<file path="src/rtl/video_pkg.sv">
// Shared video definitions: FSM state encoding and default frame geometry
// used by the scaler, the frame writer and the frame stream reader.
package video_pkg;

  // Source and downscaled frame geometry.
  localparam int SRC_H       = 1920;
  localparam int SRC_V       = 1080;
  localparam int DST_H       = 960;
  localparam int DST_V       = 540;
  localparam int FRAME_WORDS = DST_H * DST_V;

  // Raster replay FSM states.
  typedef enum logic [2:0] {
    ST_IDLE   = 3'd0,
    ST_VS     = 3'd1,
    ST_ACTIVE = 3'd2,
    ST_HBLANK = 3'd3,
    ST_DONE   = 3'd4
  } fsm_state_e;

  // Counter width able to hold 0..n-1, never narrower than one bit.
  function automatic int cnt_w(input int n);
    return (n > 1) ? $clog2(n) : 1;
  endfunction

endpackage

</file>
<file path="src/rtl/frame_stream_reader_raster_counter.sv">
// Column / blank / row counters for the raster replay. Advances the column
// while the FSM is in ACTIVE and the blank counter while in HBLANK, and
// raises end-of-line, first/last blank cycle and last-row flags.
module raster_counter
  import video_pkg::*;
#(
  parameter int H_PIXELS = DST_H,
  parameter int V_PIXELS = DST_V,
  parameter int H_BLANK  = 160
) (
  input  logic clk,
  input  logic rst,
  input  logic clr,
  input  logic act,
  input  logic blk,
  output logic line_end,
  output logic blank_first,
  output logic blank_end,
  output logic last_row
);

  localparam int CW = cnt_w(H_PIXELS);
  localparam int RW = cnt_w(V_PIXELS);
  localparam int BW = cnt_w(H_BLANK);

  logic [CW-1:0] col;
  logic [RW-1:0] row;
  logic [BW-1:0] bcnt;

  assign line_end    = (col == CW'(H_PIXELS - 1));
  assign blank_first = (bcnt == '0);
  assign blank_end   = (bcnt == BW'(H_BLANK - 1));
  assign last_row    = (row == RW'(V_PIXELS - 1));

  // Step column in ACTIVE, blank count and row in HBLANK; clear while idle.
  always_ff @(posedge clk) begin
    // NOTE: registered state uses non-blocking assignments so every flop
    // samples pre-edge values regardless of statement order.
    if (rst || clr) begin
      col  <= '0;
      row  <= '0;
      bcnt <= '0;
    end else begin
      if (act) begin
        col <= line_end ? '0 : col + 1'b1;
      end
      if (blk) begin
        bcnt <= blank_end ? '0 : bcnt + 1'b1;
        if (blank_end && !last_row) begin
          row <= row + 1'b1;
        end
      end
    end
  end

endmodule

</file>
<file path="src/rtl/frame_stream_reader.sv">
// Replays one downscaled frame from the scaler RAM as a VSYNC/HSYNC/DE/DOUT
// raster stream per start pulse. RAM reads are issued in ACTIVE; the stream
// outputs lag the FSM by one cycle so DE lines up with the RAM read data.
module frame_stream_reader
  import video_pkg::*;
#(
  parameter int H_PIXELS = DST_H,
  parameter int V_PIXELS = DST_V,
  parameter int H_BLANK  = 160,
  parameter int VS_CYC   = 100,
  parameter int ADDR_W   = 19
) (
  input  logic              HCLK,
  input  logic              HRESET,
  input  logic              start,
  output logic [ADDR_W-1:0] ram_addr,
  output logic              ram_re,
  input  logic [7:0]        ram_data,
  output logic              VSYNC,
  output logic              HSYNC,
  output logic              DE,
  output logic [7:0]        DOUT,
  output logic              busy,
  output logic              frame_done
);

  localparam logic [2:0] IDLE   = ST_IDLE;
  localparam logic [2:0] VS     = ST_VS;
  localparam logic [2:0] ACTIVE = ST_ACTIVE;
  localparam logic [2:0] HBLANK = ST_HBLANK;
  localparam logic [2:0] DONE   = ST_DONE;

  localparam int VW = cnt_w(VS_CYC);

  logic [2:0]        state;
  logic [2:0]        next_state;
  logic [ADDR_W-1:0] addr;
  logic [VW-1:0]     vcnt;
  logic              vs_end;
  logic              line_end;
  logic              blank_first;
  logic              blank_end;
  logic              last_row;

  assign vs_end = (vcnt == VW'(VS_CYC - 1));

  raster_counter #(
    .H_PIXELS (H_PIXELS),
    .V_PIXELS (V_PIXELS),
    .H_BLANK  (H_BLANK)
  ) u_raster (
    .clk         (HCLK),
    .rst         (HRESET),
    .clr         (state == IDLE),
    .act         (state == ACTIVE),
    .blk         (state == HBLANK),
    .line_end    (line_end),
    .blank_first (blank_first),
    .blank_end   (blank_end),
    .last_row    (last_row)
  );

  // Next-state decode of the raster FSM.
  always_comb begin
    // NOTE: default first so every path assigns next_state and no latch forms.
    next_state = state;
    case (state)
      IDLE:    if (start) next_state = VS;
      VS:      if (vs_end) next_state = ACTIVE;
      ACTIVE:  if (line_end) next_state = HBLANK;
      HBLANK:  if (blank_end) next_state = last_row ? DONE : ACTIVE;
      DONE:    next_state = IDLE;
      default: next_state = IDLE;
    endcase
  end

  // FSM state, busy flag, vsync counter and running RAM address.
  always_ff @(posedge HCLK) begin
    if (HRESET) begin
      state <= IDLE;
      busy  <= 1'b0;
      addr  <= '0;
      vcnt  <= '0;
    end else begin
      state <= next_state;
      busy  <= (next_state != IDLE);
      case (state)
        IDLE: begin
          addr <= '0;
          vcnt <= '0;
        end
        VS:      vcnt <= vcnt + 1'b1;
        ACTIVE:  addr <= addr + 1'b1;
        default: ;
      endcase
    end
  end

  // Reads go out in the same cycle the FSM sits in ACTIVE.
  assign ram_addr = addr;
  assign ram_re   = (state == ACTIVE);

  // Stream flags are the FSM decode delayed one cycle to match RAM latency.
  always_ff @(posedge HCLK) begin
    if (HRESET) begin
      VSYNC      <= 1'b0;
      HSYNC      <= 1'b0;
      DE         <= 1'b0;
      frame_done <= 1'b0;
    end else begin
      VSYNC      <= (state == VS);
      HSYNC      <= (state == HBLANK) && blank_first;
      DE         <= (state == ACTIVE);
      frame_done <= (state == DONE);
    end
  end

  // The RAM read data register is the pixel register; DE gates it to zero.
  assign DOUT = DE ? ram_data : 8'h00;

endmodule

</file>
<file path="config.mk">
export PLATFORM = sky130hd
export DESIGN_NAME = frame_stream_reader
export DESIGN_NICKNAME = d
export VERILOG_FILES = /design/src/rtl/video_pkg.sv /design/src/rtl/frame_stream_reader_raster_counter.sv /design/src/rtl/frame_stream_reader.sv
export SDC_FILE = /design/constraint.sdc
export NUM_CORES = 1
export LEC_CHECK = 0
export ABC_AREA = 1
export ABC_CLOCK_PERIOD_IN_PS = 1900
export BUFFER_PORTS_ARGS = -buffer_cell sky130_fd_sc_hd__buf_2
export CORE_ASPECT_RATIO = 0.5
export CORE_MARGIN = 2
export CORE_UTILIZATION = 35
export CTS_CLUSTER_DIAMETER = 40
export DETAILED_ROUTE_END_ITERATION = 7
export GPL_ROUTABILITY_DRIVEN = 0
export SLEW_MARGIN = 20
export SYNTH_ARGS = -nofsm -noshare
export SYNTH_HDL_FRONTEND = slang
export SYNTH_SLANG_ARGS = --single-unit
</file>
<file path="constraint.sdc">
create_clock -name HCLK -period 1.9 [get_ports HCLK]
set_input_delay 0.285 -clock HCLK [delete_from_list [all_inputs] [get_ports HCLK]]
set_output_delay 0.285 -clock HCLK [all_outputs]
set_load 0.02 [all_outputs]
</file>
# ---- Yosys cells after proc, flatten, opt, wreduce, memory -nomap -nowiden
# Index checks and enable logic that the tools add are counted.
dict set report totals {
  rom_bits 0
  wordCells 45
  mem_bits_rw 0
  output_inout_bits 33
  latch_bits 0
  mem_count 0
  input_bits 11
  register_bits 62
}
dict set report classes {
  shift 0
  reduce_logical 10
  n_mul 0
  n_eq_ne 8
  n_lt_le_gt_ge 0
  n_div 0
  n_bitwise 0
  n_mux 11
  add_sub_neg 5
}
# operator count
set ops {}
lappend ops {{case mux 19 bit (2 select lines)} 1}
lappend ops {{adder 10 x 1 -> 10 bit, second input constant} 2}
lappend ops {{== test 10 bit, second input constant} 2}
lappend ops {{adder 19 x 1 -> 19 bit, second input constant} 1}
lappend ops {{2-to-1 mux 8 bit} 2}
lappend ops {{2-to-1 mux 3 bit} 5}
lappend ops {{case mux 7 bit (2 select lines)} 1}
lappend ops {{case mux 3 bit (4 select lines)} 1}
lappend ops {{2-to-1 mux 10 bit} 1}
lappend ops {{adder 8 x 1 -> 8 bit, second input constant} 1}
lappend ops {{== test 8 bit, second input constant} 1}
lappend ops {{zero test 8 bit} 1}
lappend ops {{adder 7 x 1 -> 7 bit, second input constant} 1}
lappend ops {{== test 7 bit, second input constant} 1}
lappend ops {{== test 3 x 2 -> 1 bit, second input constant} 2}
lappend ops {{nonzero test 2 bit} 2}
lappend ops {{== test 3 x 1 -> 1 bit, second input constant} 1}
lappend ops {{== test 3 bit, second input constant} 1}
lappend ops {{zero test 3 bit} 1}
lappend ops {{nonzero test 3 bit} 1}
lappend ops {{logical AND 1 bit} 2}
lappend ops {{AND reduction 2 bit} 1}
lappend ops {{zero test 1 bit} 1}
lappend ops {{logical OR 1 bit} 1}

# ---- Depth between registers and ports, before layout
# Gate-level depths: netlist of run 1.
dict set report logic_depth {
  ltp_word 5
  mapped_depth 10
  depth_no_buf 10
}

# ---- Modules after synthesis
# Synthesis of run 1 repeated with hierarchy kept, for this count alone.
dict set report unflattened {
  cells_unflattened 526
  area_unflattened_um2 3430.8
}
# module instances cells_per_inst seq_area_each_um2 area_each_um2
set modules_own_cells {}
lappend modules_own_cells {frame_stream_reader 1 292 680.7 1883.1}
lappend modules_own_cells {raster_counter 1 234 560.5 1547.7}

# ---- Worst setup path before layout of run 1
# Ideal clock, no wire load.
dict set report synth_path {
  path_kind {register to register}
  startpoint {register addr[1], in the netlist ram_addr[1]}
  endpoint {register addr[16], in the netlist ram_addr[16]}
  slack_ps 396
  synth_period_minus_slack_ps 1504
  setup_time_ps 117
  arrival_ps 1387
  t_required_ps 1783
  path_stages_with_launch 9
  path_buffers 0
  path_cell_list {dfxtp_1 ha_1 nand3_1 nor2_1 nand2_1 nor2_2 nand4_1 nand2_1 nor2_1}
}
dict set report synth_via {
  elab_chain_len 2
}
# element line_no
set synth_lines {}
lappend synth_lines {{from (decl)} frame_stream_reader.sv:37} ;# logic [ADDR_W-1:0] addr;
lappend synth_lines {{from (signal assigned)} frame_stream_reader.sv:93} ;# ACTIVE: addr <= addr + 1'b1;
lappend synth_lines {{adder 19 x 1 -> 19 bit} frame_stream_reader.sv:93}
lappend synth_lines {{case mux 19 bit (2 select lines)} frame_stream_reader.sv:87} ;# case (state)
# Every way passes these cells.
# A chain may end at the register's enable or synchronous reset.

# ---- Final worst setup path of run 1
dict set report layout_path {
  startpoint {register state[0]}
  endpoint {output port ram_re}
}
dict set report layout_via {
  elab_chain_len 1
}
# element line_no
set layout_lines {}
lappend layout_lines {{from (decl)} frame_stream_reader.sv:35} ;# logic [2:0] state;
lappend layout_lines {{from (signal assigned)} frame_stream_reader.sv:85} ;# state <= next_state;
lappend layout_lines {{== test 3 x 2 -> 1 bit} frame_stream_reader.sv:101} ;# assign ram_re = (state == ACTIVE);
lappend layout_lines {{to (decl)} frame_stream_reader.sv:17} ;# output logic ram_re,
# Every way passes these cells.

==> results of run 1 <==
## sequential cells by signal, summed over array words and instances, names as in the netlist
name           count
DE                 1
HSYNC              1
VSYNC              1
busy               1
frame_done         1
ram_addr          19
state              3
u_raster.bcnt      8
u_raster.col      10
u_raster.row      10
vcnt               7
## how the worst min path moves through the flow
stage	from	end	slack, ns
final	HRESET	state[0]$_SDFF_PP0_	0.26
after global routing	HRESET	vcnt[3]$_SDFFE_PP0P_	0.27
after CTS	HRESET	state[0]$_SDFF_PP0_	0.25
after detailed placement	vcnt[5]$_SDFFE_PP0P_	vcnt[5]$_SDFFE_PP0P_	0.47
after global placement	vcnt[6]$_SDFFE_PP0P_	vcnt[6]$_SDFFE_PP0P_	0.47
after floorplan	vcnt[5]$_SDFFE_PP0P_	vcnt[5]$_SDFFE_PP0P_	0.45
## metrics by stage
step | power (mW) | hold slack, ns | instance area [um2] | util [%] | worst slack [ns]
6_report | 2.93 | 0.258 | 3840 | 43.9 | 0.164
5_1_grt | 3.03 | 0.268 | 3840 | 43.9 | 0.0180
4_1_cts | 2.97 | 0.250 | 3840 | 43.9 | 0.146
3_5_place_dp | 1.45 | 0.473 | 3560 | 40.8 | 0.240
3_3_place_gp | 1.45 | 0.471 | 3560 | 40.8 | 0.314
2_1_floorplan | 1.41 | 0.451 | 3160 | - | 0.396
## power breakdown
| group | switching, mW | internal (mW) | leakage, nW |
|---|---|---|---|
| combinational | 0.0707 | 0.0303 | 0.961 |
| clock | 0.573 | 0.938 | 0.137 |
| sequential | 0.00848 | 1.31 | 0.500 |
| total | 0.652 | 2.28 | 1.60 |
## metal layers
layer	vias to the layer above	track usage, %	share of wire, %
met5	-	0	0
met4	0	5.78	1.3
met3	9	5.55	5.7
met2	66	25.2	43
met1	1340	20.0	50
li1	1624	-	-
## placed cells by master (no fill, tap or decap), drive strengths merged
cell type / Yosys / layout
a211oi: 2 / 2
o21bai: 1 / 1
nor2: 70 / 70
dfxtp: 62 / 62
o21ai: 20 / 20
nor3: 9 / 9
xnor2: 6 / 6
nand3b: 2 / 2
inv: 59 / 59
clkinvlp: 0 / 1
a32o: 2 / 2
ha: 6 / 6
nor4: 2 / 2
buf: 4 / 54
nand3: 38 / 38
nand4: 14 / 14
nor3b: 1 / 1
clkbuf: 4 / 11
a21oi: 34 / 34
o22ai: 1 / 1
clkinv: 1 / 4
nand2: 122 / 122
xor2: 9 / 9
## area by class of cell
cell class,count,area (um2)
Clock buffer,11,253
Clock inverter,4,22.5
Fill cell,920,4900
Inverter,60,226
Multi-Input combinational cell,339,1650
Sequential cell,62,1240
Tap cell,117,146
Timing Repair Buffer,54,298
## cells by family (layout without fill, tap and decap cells)
kind of cell / count (synthesis) / count (layout) / synth area share [%]
AO/OA/AOI/OAI: 60 / 60 / 10.3
XOR/XNOR: 15 / 15 / 4.15
adder cells (fa/ha/maj): 6 / 6 / 2.37
buffers and inverters: 68 / 129 / 8.54
flip-flops: 62 / 62 / 39.2
AND/OR/NAND/NOR: 258 / 258 / 35.4
## worst max-delay path, cell delays in order (launching register included)
cell and delay [ns]:
dfxtp_1 0.36, nor2_4 0.19, nand2_4 0.13, inv_2 0.08
buf_4 0.18, buf_2 0.18
==> key figures, run 1 <==
Yosys
  – Synth Net Count: 486
  – Cell with the most instances after synthesis: nand2_1
  – Post-synthesis sequential area ratio: 39.2%
  – Yosys reg bits: 62
  – Mapped Avg Cell Area: 6.74 um2
  – Top cells by count, synth: nand2_1, nor2_1, dfxtp_1
  – Distinct cells, synth: 31
  – Post-synth top flop: dfxtp_1
  – Number of flops mapped to enable cells by yosys: 0
  – Ys async rst share: 0%
  – Synth top area share: 39.2%
  – Yosys warns: 0
  – Synth Instances: 469
  – Synthesized area: 3160 um2
  – Synth top area cells: dfxtp_1, nand2_1, nor2_1
  – Area leader, netlist: dfxtp_1

Worst setup path
  – Crit-path max FO: 10
  – R2R Setup Slk: 0.23 ns
  – CP Launch Type: flip-flop
  – Register-to-Register Path Depth: 8
  – Worst reg2reg startpoint: u_raster.row[0]$_SDFFE_PP0P_
  – Crit path required time: 1.62 ns
  – CP startpoint: state[0]$_SDFF_PP0_
  – R2r endpoint: u_raster.row[9]$_SDFFE_PP0P_
  – WP data arrival: 1.45 ns
  – Crit path capture type: output port
  – WS Path Type: reg2out
  – Setup crit end: ram_re

CTS
  – Clock latency on the worst-skew pair: 0.33 ns
  – CTS tree: yes
  – Clock Tree Buf Depth: 2
  – Post-CTS Hold Fix Bufs: 0
  – Post-cts resize count: 0
  – Clock-pin transition on the worst setup and hold timing paths: 0.05 ns
  – Level count of the clock H-tree: 3
  – Clk root buf: clkbuf_16
  – Setup Buffers After CTS: 0
  – Clock buffer count from CTS: 9
  – Clock Sinks: 62

Route
  – WL/cell: 11.0 um
  – Post-Route WL: 7130 um
  – Routed vias: 3,039
  – Initial drt markers: 196
  – Antenna Nets Post-Route: 0
  – Initial DRT Pass Iterations: 4
  – Via/cell ratio: 4.70
  – DR DRC count: 0

STA
  – Max-slew violations: 0
  – F_max: 576 MHz
  – RSZ-0062 raised after global routing: false
  – Post-route setup TNS: 0 ns
  – Endpoints failing setup: 0
  – Crit path time final: 1.74 ns
  – Fin. Hold Viols: 0
  – Slew Limit Headroom: 76.3%
  – Final clock skew: 0.00434 ns
  – Worst Tran Pin Value: 0.355 ns
  – Final period util: 91.3%

Cells and area
  – P&R area growth vs syn: 21.4%
  – Final #Nets: 543
  – Share of post-route cells with drive strength above 1: 16.0%
  – ANT cells: 0
  – Final cell count without fillers: 647

Die
  – Die outline width: 138 um
  – Initial core utilization: 36.2%
  – Die Ht: 71.2 um
  – I/O pins: 44
  – Rows: 24
  – Die footprint: 9860 um2
  – Core area: 8740 um2

Worst hold path
  – Hold Path Depth: 2
  – Class of the worst hold path: in2reg

Power
  – VDD IR max: 0.000393 V
  – Lkg Pwr: 1.60 nW
  – Power Density: 763 nW/um2

Placed design
  – Hpwl dp: 5090 um
  – I/O Buffers: 43
  – Dpl cells: 632

GRT
  – Largest net degree at the start of global routing: 25
  – Initial antenna violation count: 0
  – Vias in the first global route: 2,781
  – GRT Overall Usage: 15.8%
  – Gr ovfl total: 0
  – First-pass GRT wire length: 12,600 um

Job
  – Max_cap viols: 0

Outcome
  – Outcome: finished clean
No activity file was read; power rests on OpenSTA's default activity.
==> inputs of run 2 (changes only) <==
==> constraint.sdc (replaced) <==
create_clock -name HCLK -period 1.9 [get_ports HCLK]
set_input_delay 0.38 -clock HCLK [delete_from_list [all_inputs] [get_ports HCLK]]
set_output_delay 0.38 -clock HCLK [all_outputs]
set_load 0.02 [all_outputs]
==> run 2 against run 1 <==
Effect of this change:
- final cell count rose by 0.15%
- critical path type unchanged
- first-iteration DRC count decreased by 0.51%
- register-to-register slack better by 0.02 ns
- clock skew up 0.00054 ns
- largest power group unchanged
- global-route usage grew 0.19 points
- critical path depth shrank 1
- clock-buffer cell count down 1
==> key figures, run 2 (synthesis gave the netlist of run 1 again) <==
Route
  – Initial drt markers: 195
  – DR DRC count: 0
  – DR top layer: met4
  – Routed vias: 3,019
  – DRT met1 WL: 3560 um
  – WL/cell: 11.1 um
  – Met3 WL: 387 um
  – Via/cell ratio: 4.66
  – Post-Route WL: 7190 um
  – Met2 WL: 3130 um
  – Antenna Nets Post-Route: 0
  – Initial DRT Pass Iterations: 4

CTS
  – Setup Buffers After CTS: 0
  – Clock-pin transition on the worst setup and hold timing paths: 0.05 ns
  – Clock buffer count from CTS: 9
  – Clock Sinks: 62
  – Post-CTS Hold Fix Bufs: 0
  – Clock latency on the worst-skew pair: 0.33 ns
  – Level count of the clock H-tree: 3
  – CTS tree: yes
  – Clock Tree Buf Depth: 2
  – Clk root buf: clkbuf_16
  – Post-cts resize count: 0

Cells and area
  – Layout Utilization: 44.5%
  – Most common cell after layout, fill and taps aside: nand2_1
  – Final #Nets: 543
  – Final cell count without fillers: 648
  – ANT cells: 0
  – Most frequent cells in the layout: nand2_1, nor2_1, dfxtp_1
  – # fillers: 886
  – Share of post-route cells with drive strength above 1: 16.2%
  – Max FFs per register: 19
  – P&R area growth vs syn: 22.9%

GRT
  – Vias in the first global route: 2,835
  – Largest net degree at the start of global routing: 25
  – GRT Overall Usage: 16.0%
  – Gr ovfl total: 0
  – Initial antenna violation count: 0
  – First-pass GRT wire length: 12,700 um

Placed design
  – Hpwl dp: 5170 um
  – I/O Buffers: 43
  – Dpl cells: 632

Worst setup path
  – WS Path Type: reg2out
  – Crit path capture type: output port
  – CP Launch Type: flip-flop
  – Crit-path max FO: 11
  – Worst reg2reg startpoint: u_raster.row[0]$_SDFFE_PP0P_
  – Slowest-stage cell, CP: dfxtp_1
  – CP startpoint: state[0]$_SDFF_PP0_
  – CP delay by family, top: buffers and inverters
  – WP data arrival: 1.38 ns
  – Critical Path, Cell by Cell: nor2_4 > nand2_4 > inv_2 > buf_2
  – CP Buf/Inv Count: 2
  – CP max stage delay: 0.37 ns
  – Crit path required time: 1.52 ns

STA
  – Endpoints failing setup: 0
  – Worst Tran Pin Value: 0.349 ns
  – Post-route setup TNS: 0 ns
  – Max-slew violations: 0
  – RSZ-0062 raised after global routing: false
  – Final clock skew: 0.00488 ns
  – Crit path time final: 1.76 ns
  – Slew Limit Headroom: 76.7%
  – Fin. Hold Viols: 0
  – Final period util: 92.8%
  – F_max: 567 MHz

Die
  – Initial core utilization: 36.2%
  – Core area: 8740 um2
  – Rows: 24
  – Die outline width: 138 um
  – Die Ht: 71.2 um
  – Die footprint: 9860 um2
  – I/O pins: 44

Worst hold path
  – Class of the worst hold path: in2reg
  – Worst hold start: HRESET

Power
  – Lkg Pwr: 1.62 nW
  – Power Density: 822 nW/um2
  – VDD IR max: 0.000446 V

Outcome
  – Outcome: finished clean

Job
  – Max_cap viols: 0
run 2: cell types whose count changed in the layout (fill, tap and decap cells not counted), sizes merged:
cell,before,now
bufinv,0,2
clkbuf,11,10
clkinv,4,3
clkinvlp,1,2
run 2: power breakdown:
| group | switching (mW) | leakage [nW] | internal [mW] |
|---|---|---|---|
| clock | 0.595 | 0.154 | 1.18 |
| sequential | 0.00823 | 0.500 | 1.31 |
| combinational | 0.0716 | 0.960 | 0.0317 |
run 2: area by class of cell:
cell class	count	area, um2	share of cell area [%]
Multi-Input combinational cell	339	1650	42.5
Timing Repair Buffer	54	298	7.66
Clock buffer	10	239	6.15
Inverter	60	226	5.83
Clock inverter	6	85.1	2.19
Tap cell	117	146	3.77
Sequential cell	62	1240	31.9
run 2: per-stage QoR:
step / setup slack [ns] / area [um2] / power [mW] / hold WS (ns)
floorplan: 0.396 / 3160 / 1.41 / 0.451
global placement: 0.315 / 3560 / 1.45 / 0.468
detailed placement: 0.247 / 3560 / 1.45 / 0.471
CTS: 0.120 / 3890 / 3.24 / 0.343
global route: 0.0417 / 3890 / 3.31 / 0.359
finish: 0.138 / 3890 / 3.19 / 0.338
run 2: worst register-to-register path: cells and delay by family, from the launching register on:
kind                       cells  cell delay [ns]
DFF                            1             0.42
buffers and inverters          1             0.18
adders and majority gates      1             0.26
and+or+nand+nor                6             0.68
run 2: routing by layer:
metal	track usage (%)	up-vias
met5	0	-
met4	4.65	0
met3	5.82	8
met2	26.2	58
met1	20.1	1322
li1	-	1631
run 2: final timing paths:
check / depth (start not counted) / to / slack, ns
setup / recovery: 4 / ram_re / 0.14
hold reg to reg: 2 / vcnt[6]$_SDFFE_PP0P_ / 0.48
hold / removal: 2 / vcnt[3]$_SDFFE_PP0P_ / 0.34
setup reg to reg: 8 / u_raster.row[1]$_SDFFE_PP0P_ / 0.25
==> inputs of run 3 (changes only) <==
==> constraint.sdc (replaced) <==
create_clock -name HCLK -period 1.9 [get_ports HCLK]
set_input_delay 0.475 -clock HCLK [delete_from_list [all_inputs] [get_ports HCLK]]
set_output_delay 0.475 -clock HCLK [all_outputs]
set_load 0.02 [all_outputs]
==> run 3 against run 2 <==
Effect of this change:
- final area is 0.55% higher
- clock skew is 0.0016 ns lower
- non-clock buffer count grew 1
- sequential power about the same
- sequential cell count unchanged
- clock power up 3%
- combinational power barely moved
- worst hold slack improved by 0.12 ns
==> key figures, run 3 (synthesis gave the netlist of run 1 again) <==
Outcome
  – Outcome: finished clean

CTS
  – Post-CTS Hold Fix Bufs: 0
  – Clock latency on the worst-skew pair: 0.33 ns
  – Level count of the clock H-tree: 3
  – Clock buffer count from CTS: 9
  – Setup Buffers After CTS: 0
  – Clock Sinks: 62
  – Post-cts resize count: 1
  – CTS tree: yes
  – Clock-pin transition on the worst setup and hold timing paths: 0.05 ns
  – Clock Tree Buf Depth: 2
  – Clk root buf: clkbuf_16

STA
  – Final period util: 95.9%
  – Endpoints failing setup: 0
  – Slew Limit Headroom: 75.1%
  – Post-route worst setup slack: 0.0784 ns
  – Crit path time final: 1.82 ns
  – Post-route setup TNS: 0 ns
  – Final clock skew: 0.00327 ns
  – Worst Tran Pin Value: 0.372 ns
  – Max-slew violations: 0
  – F_max: 549 MHz
  – RSZ-0062 raised after global routing: false
  – Fin. Hold Viols: 0

Route
  – DR DRC count: 0
  – WL/cell: 11.1 um
  – Initial DRT Pass Iterations: 4
  – Routed vias: 3,018
  – Post-Route WL: 7230 um
  – Initial drt markers: 202
  – Antenna Nets Post-Route: 0
  – Via/cell ratio: 4.65

Die
  – I/O pins: 44
  – Die Ht: 71.2 um
  – Rows: 24
  – Die footprint: 9860 um2
  – Core area: 8740 um2
  – Die outline width: 138 um
  – Initial core utilization: 36.2%

Cells and area
  – Layout Utilization: 44.7%
  – Multi-input gate area in the final layout: 1650 um2
  – # fillers: 874
  – Most common cell after layout, fill and taps aside: nand2_1
  – Share of post-route cells with drive strength above 1: 16.2%
  – Most frequent cells in the layout: nand2_1, nor2_1, dfxtp_1
  – P&R area growth vs syn: 23.6%
  – Final instance area: 3910 um2
  – Final cell count without fillers: 649
  – ANT cells: 0
  – Final #Nets: 544
  – Storage cell area: 1240 um2
  – Max FFs per register: 19

Power
  – Power Density: 830 nW/um2
  – VDD IR max: 0.000414 V
  – Lkg Pwr: 1.63 nW

Worst hold path
  – Hold Path Depth: 2
  – Class of the worst hold path: in2reg
  – Hold endpoint: vcnt[3]$_SDFFE_PP0P_
  – Worst hold start: HRESET

GRT
  – GRT Overall Usage: 16.0%
  – Largest net degree at the start of global routing: 17
  – Gr ovfl total: 0
  – First-pass GRT wire length: 12,800 um
  – Initial antenna violation count: 0
  – Vias in the first global route: 2,839

Worst setup path
  – CP Launch Type: flip-flop
  – R2r endpoint: u_raster.row[0]$_SDFFE_PP0P_
  – WS Path Type: reg2out
  – Register-to-Register Path Depth: 8
  – Crit path required time: 1.42 ns
  – R2R Setup Slk: 0.22 ns
  – Crit-path max FO: 11
  – Worst reg2reg startpoint: u_raster.row[0]$_SDFFE_PP0P_
  – Crit path capture type: output port
  – WP data arrival: 1.35 ns

Placed design
  – Dpl ws: 0.267 ns
  – Area after DPL: 3570 um2
  – Dpl cells: 633
  – I/O Buffers: 43
  – Hpwl dp: 5220 um

Job
  – Max_cap viols: 0
==> run 3: cell types whose count changed in the layout (fill, tap and decap cells not counted), sizes merged <==
cell / previous run / this run
clkbuf: 10 / 13
clkinvlp: 2 / 0
buf: 54 / 55
clkinv: 3 / 2
==> run 3: through the flow <==
step	power (mW)	hold slack (ns)
after floorplan	1.41	0.451
after global routing	3.36	0.467
final	3.24	0.454
after detailed placement	1.45	0.477
after global placement	1.45	0.472
after CTS	3.29	0.442
==> run 3: metal layers <==
metal | global-route usage [%] | vias to the layer above | share of wire (%) | routed length (um)
li1 | - | 1626 | - | -
met1 | 19.9 | 1327 | 49 | 3570
met2 | 26.4 | 59 | 44 | 3180
met3 | 5.95 | 6 | 5.8 | 416
met4 | 4.76 | 0 | 0.91 | 66
met5 | 0 | - | 0 | 0
==> run 3: how the worst max path moves through the flow <==
| stage | from | slack (ns) | end |
|---|---|---|---|
| CTS | state[0]$_SDFF_PP0_ | 0.06 | ram_re |
| finish | state[0]$_SDFF_PP0_ | 0.08 | ram_re |
| global placement | ram_addr[1]$_SDFFE_PP0P_ | 0.31 | ram_addr[18]$_SDFFE_PP0P_ |
| floorplan | ram_addr[1]$_SDFFE_PP0P_ | 0.40 | ram_addr[16]$_SDFFE_PP0P_ |
| detailed placement | u_raster.row[0]$_SDFFE_PP0P_ | 0.27 | u_raster.row[1]$_SDFFE_PP0P_ |
| global route | state[0]$_SDFF_PP0_ | 0.02 | ram_re |
==> run 3: power breakdown <==
part           internal [mW]  switching, mW  total [mW]
sequential              1.31        0.00829        1.32
combinational         0.0331         0.0722       0.105
clock                   1.25          0.566        1.82
total                   2.60          0.646        3.24
==> run 3: cell type report <==
cell class              instances  share of cell area (%)
clock buffers                  13                    6.91
well taps                     117                    3.75
repair buffers                 55                    7.81
inverters                      60                    5.86
clock inverters                 3                    1.66
flip-flops and latches         62                    31.8
multi-input cells             339                    42.3
==> run 3: critical path, cell delays in order, from the launching register on <==
cell	delay, ns
dfxtp_1	0.36
nor2_4	0.18
nand2_4	0.13
inv_4	0.15
buf_2	0.18
